[src/rtl/tetris_pkg.sv]
// tetris_pkg: definitions shared by the Tetris input path.
//   - Button index positions within the 4-bit button / action vectors.
//   - Auto-repeat channel state encoding.
//   - Small elaboration-time helper for counter sizing.
package tetris_pkg;

  localparam int BTN_LEFT  = 0;
  localparam int BTN_RIGHT = 1;
  localparam int BTN_ROT   = 2;
  localparam int BTN_DROP  = 3;

  typedef enum logic [1:0] {
    IDLE   = 2'b00,
    DELAY  = 2'b01,
    REPEAT = 2'b10,
    HOLD   = 2'b11
  } ch_state_e;

  function automatic int max2(input int a, input int b);
    return (a > b) ? a : b;
  endfunction

endpackage

[src/rtl/btn_autorepeat_ch.sv]
// btn_autorepeat_ch: one auto-repeat channel (FSM plus tick counter).
// Ports:
//   clk, rst_n : clock, asynchronous active-low reset
//   en         : game running; 0 parks the channel until a fresh press
//   eff        : effective (already left/right-resolved) button level
//   tick       : one-cycle timebase strobe
//   rep_en     : 1 = auto-repeat while held, 0 = one pulse per press
//   pulse      : registered one-cycle action pulse
module btn_autorepeat_ch
  import tetris_pkg::*;
#(
  parameter int DAS_TICKS = 170,
  parameter int ARR_TICKS = 50
) (
  input  logic clk,
  input  logic rst_n,
  input  logic en,
  input  logic eff,
  input  logic tick,
  input  logic rep_en,
  output logic pulse
);

  localparam int CNT_W = $clog2(max2(DAS_TICKS, ARR_TICKS) + 1);
  localparam logic [CNT_W-1:0] CNT_ZERO = CNT_W'(0);
  localparam logic [CNT_W-1:0] CNT_ONE  = CNT_W'(1);
  localparam logic [CNT_W-1:0] DAS_C    = CNT_W'(DAS_TICKS);
  localparam logic [CNT_W-1:0] ARR_C    = CNT_W'(ARR_TICKS);

  ch_state_e        state_r, state_s;
  logic [CNT_W-1:0] cnt_r, cnt_s;
  logic [CNT_W-1:0] cnt_inc_s;
  logic             pulse_r, pulse_s;

  // The counter is cleared on reaching its target, so the increment never wraps.
  assign cnt_inc_s = cnt_r + CNT_ONE;

  // Next-state, next-count and next-pulse decode.
  always_comb begin
    state_s = state_r;
    cnt_s   = cnt_r;
    pulse_s = 1'b0;
    if (!en) begin
      // A button held through a pause must be released before it can fire.
      state_s = eff ? HOLD : IDLE;
      cnt_s   = CNT_ZERO;
    end else begin
      case (state_r)
        IDLE: begin
          if (eff) begin
            pulse_s = 1'b1;
            cnt_s   = CNT_ZERO;
            state_s = rep_en ? DELAY : HOLD;
          end else begin
            state_s = IDLE;
          end
        end
        DELAY: begin
          if (!eff) begin
            state_s = IDLE;
            cnt_s   = CNT_ZERO;
          end else if (tick) begin
            if (cnt_inc_s == DAS_C) begin
              pulse_s = 1'b1;
              state_s = REPEAT;
              cnt_s   = CNT_ZERO;
            end else begin
              cnt_s = cnt_inc_s;
            end
          end else begin
            state_s = DELAY;
          end
        end
        REPEAT: begin
          if (!eff) begin
            state_s = IDLE;
            cnt_s   = CNT_ZERO;
          end else if (tick) begin
            if (cnt_inc_s == ARR_C) begin
              pulse_s = 1'b1;
              cnt_s   = CNT_ZERO;
            end else begin
              cnt_s = cnt_inc_s;
            end
          end else begin
            state_s = REPEAT;
          end
        end
        HOLD: begin
          if (!eff) begin
            state_s = IDLE;
            cnt_s   = CNT_ZERO;
          end else begin
            state_s = HOLD;
          end
        end
        default: begin
          state_s = IDLE;
          cnt_s   = CNT_ZERO;
        end
      endcase
    end
  end

  // State, counter and output pulse registers.
  always_ff @(posedge clk or negedge rst_n) begin
    if (!rst_n) begin
      state_r <= IDLE;
      cnt_r   <= CNT_ZERO;
      pulse_r <= 1'b0;
    end else begin
      state_r <= state_s;
      cnt_r   <= cnt_s;
      pulse_r <= pulse_s;
    end
  end

  assign pulse = pulse_r;

endmodule

[src/rtl/btn_autorepeat.sv]
// btn_autorepeat: arcade-style auto-repeat for the four game buttons.
// Ports:
//   clk, rst_n : system clock, asynchronous active-low reset
//   en         : game running enable (0 = paused / game over)
//   btn_lvl    : debounced levels [0]=left [1]=right [2]=rotate [3]=drop
//   act_pulse  : registered one-cycle action pulses, same bit mapping
module btn_autorepeat
  import tetris_pkg::*;
#(
  parameter int         PRESCALE    = 50000,
  parameter int         DAS_TICKS   = 170,
  parameter int         ARR_TICKS   = 50,
  parameter logic [3:0] REPEAT_MASK = 4'b1011
) (
  input  logic       clk,
  input  logic       rst_n,
  input  logic       en,
  input  logic [3:0] btn_lvl,
  output logic [3:0] act_pulse
);

  localparam int PRE_W = $clog2(PRESCALE);
  localparam logic [PRE_W-1:0] PRE_LAST = PRE_W'(PRESCALE - 1);
  localparam logic [PRE_W-1:0] PRE_ZERO = PRE_W'(0);
  localparam logic [PRE_W-1:0] PRE_ONE  = PRE_W'(1);

  logic [PRE_W-1:0] pre_r;
  logic             tick_s;
  logic [3:0]       eff_s;
  logic [3:0]       pulse_s;

  assign tick_s = (pre_r == PRE_LAST);

  // Free-running millisecond prescaler; independent of button activity.
  always_ff @(posedge clk or negedge rst_n) begin
    if (!rst_n) begin
      pre_r <= PRE_ZERO;
    end else if (tick_s) begin
      pre_r <= PRE_ZERO;
    end else begin
      pre_r <= pre_r + PRE_ONE;
    end
  end

  // Left and right cancel each other; releasing one re-presents the other
  // to its channel as a fresh press.
  always_comb begin
    eff_s            = btn_lvl;
    eff_s[BTN_LEFT]  = btn_lvl[BTN_LEFT]  & ~btn_lvl[BTN_RIGHT];
    eff_s[BTN_RIGHT] = btn_lvl[BTN_RIGHT] & ~btn_lvl[BTN_LEFT];
  end

  for (genvar i = 0; i < 4; i++) begin : g_ch
    btn_autorepeat_ch #(
      .DAS_TICKS(DAS_TICKS),
      .ARR_TICKS(ARR_TICKS)
    ) u_ch (
      .clk   (clk),
      .rst_n (rst_n),
      .en    (en),
      .eff   (eff_s[i]),
      .tick  (tick_s),
      .rep_en(REPEAT_MASK[i]),
      .pulse (pulse_s[i])
    );
  end

  assign act_pulse = pulse_s;

endmodule

[config.mk]
export PLATFORM = sky130hd
export DESIGN_NAME = btn_autorepeat
export DESIGN_NICKNAME = d
export VERILOG_FILES = /design/src/rtl/tetris_pkg.sv /design/src/rtl/btn_autorepeat_ch.sv /design/src/rtl/btn_autorepeat.sv
export SDC_FILE = /design/constraint.sdc
export NUM_CORES = 1
export LEC_CHECK = 0
export ABC_AREA = 0
export BUFFER_PORTS_ARGS = -buffer_cell sky130_fd_sc_hd__buf_2
export CORE_UTILIZATION = 50
export DETAILED_ROUTE_END_ITERATION = 10
export MAX_ROUTING_LAYER = met4
export PLACE_DENSITY = 0.69
export SYNTH_ARGS = -nofsm -noshare
export SYNTH_HDL_FRONTEND = slang
export SYNTH_SLANG_ARGS = --single-unit
[constraint.sdc]
create_clock -name clk -period 2.4 [get_ports clk]
set_clock_uncertainty 0.05 [all_clocks]
set_input_delay 0.48 -clock clk [delete_from_list [all_inputs] [get_ports clk]]
set_output_delay 0.48 -clock clk [all_outputs]
set_load 0.05 [all_outputs]
Word-level counts from Yosys, hierarchy flattened --
Index checks and enable logic that the tools add are counted.
Storage, ports and cells: input bits 7, word-level logic and storage cells 189, register bits after elaboration 60, output and inout bits 4
Operators by class: $add $sub $neg 5, equality and inequality tests 45, mux-type cells 109, reductions and logical operators 13, bitwise logic cells 4
Operator list (number):
- 8-bit 2-to-1 mux | 36
- 8-bit case mux with 4 select lines | 4
- 2-bit 2-to-1 mux | 25
- 4-bit inequality test, second input constant | 12
- 1-bit 2-to-1 mux | 35
- 8-bit by 1-bit adder with 8-bit output, second input constant | 4
- 8-bit by 6-bit equality test with 1-bit output, second input constant | 4
- 8-bit equality test, second input constant | 4
- 2-bit case mux with 4 select lines | 3
- 3-bit inequality test, second input constant | 6
- 16-bit by 1-bit adder with 16-bit output, second input constant | 1
- 16-bit equality test, second input constant | 1
- 2-bit equality test, second input constant | 8
- 16-bit 2-to-1 mux | 1
- 4-bit AND reduction | 4
- 1-bit case mux with 3 select lines | 4
- 5-bit by 4-bit inequality test with 1-bit output, second input constant | 2
- 5-bit inequality test, second input constant | 2
- 2-bit by 1-bit equality test with 1-bit output, second input constant | 4
- 2-bit logical NOT | 4
- 2-bit AND reduction | 4
- 3-bit by 2-bit inequality test with 1-bit output, second input constant | 2
- 2-bit case mux with 3 select lines | 1
- 1-bit bitwise AND | 2
- 2 further kinds | 3

Logic depth before layout (Yosys ltp) --
Gate-level depths: netlist (run 1).
depth in word-level cells 7, gate-level depth with buffers 9, depth with buffers taken out 8

Cells and area by module --
From an unflattened synthesis (run 1), not the netlist that was laid out.
Unflattened totals: cell total of the unflattened synthesis 551, area total of the unflattened synthesis 4839.6 um^2
Modules (own cells, without submodules):
- btn_autorepeat_ch at g_ch[1].u_ch ... | instances 3, area each 1013.5 um^2, sequential area each 275.3 um^2, cells an instance 119
- btn_autorepeat_ch at g_ch[0].u_ch | instances 1, area each 1026.0 um^2, sequential area each 275.3 um^2, cells an instance 123
- btn_autorepeat | instances 1, area each 773.2 um^2, sequential area each 400.4 um^2, cells an instance 71

Worst setup path before layout (run 1) --
OpenSTA, ideal clock, no wires.
path type reg-to-reg, start point register pre_r[4], end point register g_ch[1].u_ch.cnt_r[6], period minus slack after synthesis 2350 ps, stages on the path, launching flop included 8, arrival 2234 ps, setup slack 50 ps, buffers on the path 1, required time 2284 ps, setup time 66 ps, cell sequence dfrtp_1 > or4b_4 > nor4_4 > o21ai_0 > and2_1 > buf_6 > or4_1 > nand2_1
Between the ends: word-level cells in the longest chain between the ends 3, elaborated cells between the ends (all ways) 4, those cells by class eq/ne (3); reduce/logical (1)
RTL lines:
- start: declaration | RTL line btn_autorepeat.sv:27 | logic [PRE_W-1:0] pre_r;
- start signal: assignment | RTL line btn_autorepeat.sv:41 | pre_r <= pre_r + PRE_ONE;
- 16-bit equality test (*) | RTL line btn_autorepeat.sv:32 | assign tick_s = (pre_r == PRE_LAST);
- 4-bit inequality test (no source line)
- 4-bit AND reduction (no source line) (*)
- end signal: assignment | RTL line btn_autorepeat_ch.sv:113 | cnt_r <= cnt_s;
- end: declaration | RTL line btn_autorepeat_ch.sv:31 | logic [CNT_W-1:0] cnt_r, cnt_s;
Mark *: on every way between the ends. The rest lies on a longest branch, timed or not. A chain may end at the register's enable or synchronous reset.

Worst setup path in the final report (run 1) --
start point register pre_r[5], end point register g_ch[0].u_ch.cnt_r[6]
Between the ends: word-level cells in the longest chain between the ends 3, elaborated cells between the ends (all ways) 4, those cells by class eq/ne (3); reduce/logical (1)
RTL lines (RTL line):
- 16-bit equality test (*) | btn_autorepeat.sv:32
- 4-bit inequality test (no source line)
- 4-bit AND reduction (no source line) (*)
- end signal: assignment | btn_autorepeat_ch.sv:113
- end: declaration | btn_autorepeat_ch.sv:31
Marks and branches as above.

==> out/results.ini, run 1 <==
[status]
outcome = completed

[worst_setup_path]
r2r_slack_ns = 0.05
rr_worst_depth = 7
critPathMaxFanout = 8
worstReg2RegStart = pre_r[5]$_DFF_PN0_
worstReg2RegEnd = g_ch[0].u_ch.cnt_r[6]$_DFFE_PN0P_
arrival_ns = 2.55
end_kind = flop
required_ns = 2.60
worst-setup-path-type = reg2reg
crit_path_start_kind = flop

[power_and_ir_drop]
power.total_mw = 2.35
pwr-share-seq = 0.447
p_leak_nw = 2.43
ir_drop_mv = 0.263
switching_share = 0.269
power.internal_mw = 1.72
p_sw_uw = 632
combPwrFrac = 0.145
power_density_mw_per_mm2 = 445
pwr-share-clk = 0.408

[layout]
design_area_mm2 = 0.00528
fill_cells = 782
antennaDiodeCount = 0
multi_input_area_mm2 = 0.00286
areaGrowthSynthToFinish_pct = 18.7
regArea_mm2 = 0.00150
finalNetCount = 601
drive_gt1_frac = 0.200

[logic_synthesis]
synth_flop_cell = dfrtp_1
syn-cell-area_mm2 = 0.00445
yosysSeqAreaShare = 0.337
yosysMostFrequentCell = dfrtp_1
synth_top_area_frac = 0.337
synth_top_area_cell = dfrtp_1
yosys-top-cells-count = dfrtp_1, nand2_1, nor2_1
synth_warnings = 0
synthDistinctLibCells = 74
synth_edf_count = 0
synth.area.top_cells = dfrtp_1, ha_1, nand2_1, o21ai_0, nand3_1
ys_seq_elements = 60
synth.net_count = 547
synthCells = 508
synth_area_per_cell_um2 = 8.76
ys_async_sr_fraction = 1.00

[timing]
tightest_slew_ns = 0.678
finalSetupViolations = 0
clock.fmax_mhz = 425
hold_viol = 0
slew_headroom = 0.542
post-route-period-util = 0.979
rsz0062_at_grt = yes
period_minus_slack_ns = 2.35
finalMaxSlewViolations = 0
finalWorstSetupSlack_ns = 0.0492

[floorplan]
dieArea_mm2 = 0.00928
initial_core_util = 0.513
core-area_mm2 = 0.00868
die_h_um = 96.3
row_count = 34
die_x_um = 96.3
io_pins = 11

[routing]
drcViolationCount = 0
wl_met3_um = 300
met1_length_um = 4920
routed_wl_um = 10200
dr.pass1.iters = 4
via_per_inst = 5.91
final_antenna_net_count = 0
drt_iter0_drc = 160
vias = 3984
wl_per_cell_um = 15.1
routed.top_layer = met4
wl_met2_um = 4910

[clock_tree]
h-tree-depth = 3
clockBufferDepth = 2
cts-root-buf = clkbuf_8
clock_sinks = 60
clock_latency_ns = 0.34
holdBufCountCts = 0
tritoncts = done
cts-buffers-inserted = 9
path_clk_slew_ns = 0.07

[grt]
grt_pass1_wl_um = 17100
antenna_found_initial = 0
grt_use_total = 0.241
first_global_vias = 3700
overflow = 0
grt_max_degree = 38

[placed_design]
dp_slack_ns = -0.0597
routabilityCongestion = 0.875
io_buffers = 10
dp_hpwl_um = 7280
dpl_cell_area_mm2 = 0.00488

[job]
drv_cap = 0

[min_path]
holdCritPathClass = in2async

## critical path, cell delays in order (launching register included)
cell,delay [ns]
dfrtp_1,0.37
or4b_4,0.56
nor4_4,0.30
buf_12,0.17
nor2_4,0.05
o311a_4,0.32
or2_1,0.25
o31ai_1,0.19
## what timing repair did
item	CTS	global route
buffers inserted	6	4
gates resized for setup	1	32
endpoints found under the setup margin	8	27
gates cloned	0	0
endpoints found under the hold margin	0	0
pin swaps	5	8
## stage by stage
stage,hold WS (ns),setup TNS [ns],util,instances
after detailed placement,0.433,-0.126,0.563,649
after CTS,0.108,0,0.592,670
after global routing,0.126,-0.172,0.608,674
after global placement,0.419,0,0.563,649
after floorplan,0.134,0,-,508
final,0.0915,0,0.608,674
## flip-flops by register name, summed over array words and instances, names as in the netlist
register,flops
g_ch.u_ch.cnt_r,32
g_ch.u_ch.pulse,4
g_ch.u_ch.state_r,8
pre_r,16
## cell type report
type                    instances  share of cell area
multi-input cells             401               0.542
clock inverters                 1             0.00569
inverters                      27              0.0192
well taps                     108              0.0256
repair buffers                 63              0.0903
clock buffers                  14              0.0327
flip-flops and latches         60               0.285
## cells by family (layout without fill, tap and decap cells)
family | count (synthesis) | after routing | synth area share
compound gates | 130 | 130 | 0.207
xor+xnor | 29 | 29 | 0.0571
mux | 10 | 10 | 0.0233
buf+inv | 47 | 105 | 0.0453
fa+ha+maj | 32 | 32 | 0.0900
simple gates | 200 | 200 | 0.240
flops | 60 | 60 | 0.337
## layout by cell type (no fill, tap or decap), drive strengths merged, types with 11 or more instances in the layout
cell    count
dfrtp      60
inv        27
o21ai      35
nor3       14
xor2       17
ha         32
nand2b     11
o31ai      11
clkbuf     14
nor2       34
nand2      47
a21oi      16
nand4      12
nand3      30
buf        63
xnor2      12
## how the worst max path moves through the flow
stage	start	endpoint	slack [ns]	cells past startpoint
floorplan	pre_r[4]$_DFF_PN0_	g_ch[1].u_ch.cnt_r[6]$_DFFE_PN0P_	0.05	7
CTS	pre_r[10]$_DFF_PN0_	g_ch[2].u_ch.cnt_r[0]$_DFFE_PN0P_	0.005	7
global placement	pre_r[7]$_DFF_PN0_	g_ch[1].u_ch.cnt_r[6]$_DFFE_PN0P_	0.05	7
detailed placement	pre_r[7]$_DFF_PN0_	g_ch[2].u_ch.cnt_r[6]$_DFFE_PN0P_	-0.06	7
global route	pre_r[5]$_DFF_PN0_	g_ch[0].u_ch.cnt_r[6]$_DFFE_PN0P_	-0.04	7
finish	pre_r[5]$_DFF_PN0_	g_ch[0].u_ch.cnt_r[6]$_DFFE_PN0P_	0.05	7
## layer usage
layer / vias to the layer above / GRT usage
met5: - / -
met3: 8 / 0.0450
li1: 1969 / -
met2: 70 / 0.370
met4: 0 / 0.0564
met1: 1937 / 0.330
## power by group through the flow
stage	Combinational (mW)	Sequential [mW]	Clock (mW)
final	0.341	1.05	0.958
after global placement	0.314	1.07	0
after floorplan	0.210	1.06	0
after global routing	0.380	1.05	1.02
after CTS	0.323	1.05	0.980
after detailed placement	0.319	1.07	0
No activity file was read; power rests on OpenSTA's default activity.
==> inputs of run 2 (changes only) <==
--- a/config.mk
+++ b/config.mk
@@ -8,9 +8,11 @@
 export ABC_AREA = 0
 export BUFFER_PORTS_ARGS = -buffer_cell sky130_fd_sc_hd__buf_2
 export CORE_UTILIZATION = 50
+export CTS_CLUSTER_SIZE = 28
 export DETAILED_ROUTE_END_ITERATION = 10
 export MAX_ROUTING_LAYER = met4
 export PLACE_DENSITY = 0.69
 export SYNTH_ARGS = -nofsm -noshare
 export SYNTH_HDL_FRONTEND = slang
+export SYNTH_HIERARCHICAL = 1
 export SYNTH_SLANG_ARGS = --single-unit
==> run 2 against run 1 <==
The run now ends with setup timing left. Sequential power hardly changed. Register-to-register slack worse by 0.23 ns. Total power is 1.3% higher. Critical path depth is 1 higher. Setup slack worse by 0.23 ns. Utilization is 0.85 points higher. Largest power group unchanged.
==> out/results.ini, run 2 <==
[status]
outcome = complete, but fails checks  ; was completed
violations = setup timing

[logic_synthesis]
ys_seq_elements = 60  ; unchanged
yosysMostFrequentCell = nand2_1  ; was dfrtp_1
synth_top_area_frac = 0.310  ; was 0.337
ys_async_sr_fraction = 1.00  ; unchanged
syn-cell-area_mm2 = 0.00484  ; was 0.00445 mm^2
yosys-top-cells-count = nand2_1, dfrtp_1, ha_1  ; was dfrtp_1, nand2_1, nor2_1
synthDistinctLibCells = 61  ; was 74
synth_flop_cell = dfrtp_1  ; unchanged
synth_top_area_cell = dfrtp_1  ; unchanged
synth.area.top_cells = dfrtp_1, ha_1, nand2_1, nand3_1, xnor2_1  ; was dfrtp_1, ha_1, nand2_1, o21ai_0, nand3_1
synthCells = 551  ; was 508
synth_warnings = 6  ; was 0
synth_edf_count = 0  ; unchanged
synth_area_per_cell_um2 = 8.78  ; was 8.76 um^2
yosysSeqAreaShare = 0.310  ; was 0.337

[timing]
finalMaxSlewViolations = 0  ; unchanged
finalWorstSetupSlack_ns = -0.180  ; was 0.0492 ns
period_minus_slack_ns = 2.58  ; was 2.35 ns
clock.fmax_mhz = 388  ; was 425 MHz
tightest_slew_ns = 0.657  ; was 0.678 ns
rsz0062_at_grt = yes  ; unchanged
slew_headroom = 0.562  ; was 0.542
finalSetupViolations = 21  ; was 0
fin_hold_ws_ns = 0.109  ; was 0.0915 ns
hold_viol = 0  ; unchanged
post-route-period-util = 1.07  ; was 0.979
fin_tns_setup_ns = -1.86  ; was 0 ns

[clock_tree]
path_clk_slew_ns = 0.07  ; about the same
clock_latency_ns = 0.34  ; about the same
cts-root-buf = clkbuf_8  ; unchanged
cts-buffers-inserted = 9  ; unchanged
clockBufferDepth = 2  ; unchanged
clock_sinks = 60  ; unchanged
tritoncts = done  ; unchanged
h-tree-depth = 3  ; unchanged
holdBufCountCts = 0  ; unchanged

[worst_setup_path]
crit_path_frequent_cell = or4b_4
worst-setup-path-type = reg2reg  ; unchanged
cp_cell_sequence = or4b_4, nor4_4, buf_6, o311ai_4, or4b_4, o211ai_4, nand3b_1, o31ai_2  ; was or4b_4, nor4_4, buf_12, nor2_4, o311a_4, or2_1, o31ai_1
cpLargestDelayFamily = simple AND/OR/NAND/NOR gates  ; unchanged
crit_path_start_kind = flop  ; unchanged
worstReg2RegEnd = g_ch[1].u_ch/cnt_r[1]$_DFFE_PN0P_  ; was g_ch[0].u_ch.cnt_r[6]$_DFFE_PN0P_
cpPeakStageDelay_ns = 0.57  ; was 0.56 ns
r2r_slack_ns = -0.18  ; was 0.05 ns
required_ns = 2.59  ; was 2.60 ns
critPathBufInv = 1  ; unchanged
rr_worst_depth = 8  ; was 7
critPathMaxFanout = 7  ; was 8
cp_num_cells = 8  ; was 7
cpMaxStageDelayCell = or4b_4  ; unchanged
critPathCapture = g_ch[1].u_ch/cnt_r[1]$_DFFE_PN0P_  ; was g_ch[0].u_ch.cnt_r[6]$_DFFE_PN0P_
worstReg2RegStart = pre_r[5]$_DFF_PN0_  ; unchanged
arrival_ns = 2.77  ; was 2.55 ns
end_kind = flop  ; unchanged
crit_start = pre_r[5]$_DFF_PN0_  ; unchanged

[floorplan]
die_x_um = 100  ; was 96.3 um
row_count = 35  ; was 34
dieArea_mm2 = 0.0101  ; was 0.00928 mm^2
io_pins = 11  ; unchanged
initial_core_util = 0.519  ; was 0.513
die_h_um = 100  ; was 96.3 um
core-area_mm2 = 0.00933  ; was 0.00868 mm^2

[layout]
fill_cells = 790  ; was 782
finalNetCount = 646  ; was 601
drive_gt1_frac = 0.238  ; was 0.200
layout_commonest_cell = nand2_1  ; was dfrtp_1
reg_top3 = g_ch.u_ch/cnt_r x32, pre_r x16, g_ch.u_ch/state_r x8  ; was g_ch.u_ch.cnt_r x32, pre_r x16, g_ch.u_ch.state_r x8
largest_register_ffs = 32  ; unchanged
antennaDiodeCount = 0  ; unchanged
top_register = g_ch.u_ch/cnt_r  ; was g_ch.u_ch.cnt_r
final_cell_mix = nand2_1, dfrtp_1, buf_4  ; was dfrtp_1, buf_4, nand2_1
areaGrowthSynthToFinish_pct = 18.9  ; was 18.7%

[grt]
grt_pass1_wl_um = 20200  ; was 17,100 um
first_global_vias = 4391  ; was 3,700
grt_max_degree = 35  ; was 38
overflow = 0  ; unchanged
grt_use_total = 0.254  ; was 0.241
antenna_found_initial = 0  ; unchanged

[routing]
routed_wl_um = 11900  ; was 10,200 um
drcViolationCount = 0  ; unchanged
final_antenna_net_count = 0  ; unchanged
via_per_inst = 6.06  ; was 5.91
dr.pass1.iters = 5  ; was 4
vias = 4480  ; was 3,984
drt_iter0_drc = 201  ; was 160
wl_per_cell_um = 16.1  ; was 15.1 um

[power_and_ir_drop]
power_density_mw_per_mm2 = 413  ; was 445 mW/mm^2
p_sw_uw = 649  ; was 632 uW
pwr-share-seq = 0.438  ; was 0.447
combPwrFrac = 0.156  ; was 0.145
switching_share = 0.273  ; was 0.269
power.internal_mw = 1.73  ; was 1.72 mW
ir_drop_mv = 0.374  ; was 0.263 mV
pwr-share-clk = 0.406  ; was 0.408
p_leak_nw = 2.45  ; was 2.43 nW

[placed_design]
dp_slack_ns = -0.196  ; was -0.0597 ns
io_buffers = 10  ; unchanged
dp_hpwl_um = 8290  ; was 7280 um
routabilityCongestion = 0.911  ; was 0.875

[min_path]
holdCritPathClass = in2async  ; unchanged

[job]
drv_cap = 0  ; unchanged

-- run 2: worst reg2reg max path: stages (launching register included) --
cell	delay, ns
dfrtp_1	0.38
or4b_4	0.56
nor4_4	0.30
buf_6	0.20
o311ai_4	0.12
or4b_4	0.57
o211ai_4	0.12
nand3b_1	0.13
o31ai_2	0.07
-- run 2: power groups by stage --
| stage | clock, mW | sequential, mW | combinational [mW] |
|---|---|---|---|
| finish | 0.966 | 1.04 | 0.372 |
| detailed placement | 0 | 1.06 | 0.319 |
| global placement | 0 | 1.06 | 0.311 |
| floorplan | 0 | 1.07 | 0.185 |
| global route | 1.04 | 1.04 | 0.407 |
| CTS | 0.998 | 1.04 | 0.345 |
-- run 2: cells by family after synthesis --
| kind of cell | count (synthesis) | synth area share |
|---|---|---|
| adders and majority gates | 33 | 0.0853 |
| xor gates and xnor gates | 21 | 0.0380 |
| AOI/OAI and AO/OA | 139 | 0.213 |
| muxes | 16 | 0.0344 |
| buffers and inverters | 45 | 0.0520 |
| and+or+nand+nor | 235 | 0.266 |
| other | 2 | 0.00155 |
| DFF | 60 | 0.310 |
-- run 2: final cells by class --
cell class	count	area, um^2	area share
sequential	60	1500	0.261
clock buffer	14	173	0.0300
inverter	21	78.8	0.0137
clock inverter	1	30.0	0.00522
multi-input combinational	448	3300	0.574
tap	129	161	0.0280
timing repair buffer	66	505	0.0878
-- run 2: metrics by stage --
step                std cells   util  total power, mW  instance area (um^2)
floorplan                 553      -             1.25                  4860
global placement          715  0.564             1.37                  5260
detailed placement        715  0.564             1.38                  5260
CTS                       733  0.600             2.38                  5600
global route              739  0.617             2.49                  5750
finish                    739  0.617             2.38                  5750
-- run 2: metal layers --
metal	part of all wire	vias up	track usage
met5	0	-	-
met4	0.010	0	0.0725
met3	0.049	13	0.0432
met2	0.50	143	0.418
met1	0.45	2167	0.323
li1	-	2157	-
-- run 2: repair_timing --
action	4_1_cts	5_1_grt
pin swaps	9	27
cloned	0	0
buffers inserted	3	6
endpoints found under the setup margin	22	36
resized for setup	15	35
-- run 2: worst min path at each step --
stage                             from                                end  slack (ns)  cells after the start
global placement    pre_r[2]$_DFF_PN0_                 pre_r[2]$_DFF_PN0_        0.47                      1
detailed placement  pre_r[2]$_DFF_PN0_                 pre_r[2]$_DFF_PN0_        0.48                      1
finish                           rst_n  g_ch[3].u_ch/cnt_r[5]$_DFFE_PN0P_        0.11                      1
CTS                              rst_n  g_ch[3].u_ch/cnt_r[5]$_DFFE_PN0P_        0.13                      1
global route                     rst_n  g_ch[3].u_ch/cnt_r[6]$_DFFE_PN0P_        0.16                      1
floorplan                        rst_n  g_ch[0].u_ch/cnt_r[0]$_DFFE_PN0P_        0.13                      0
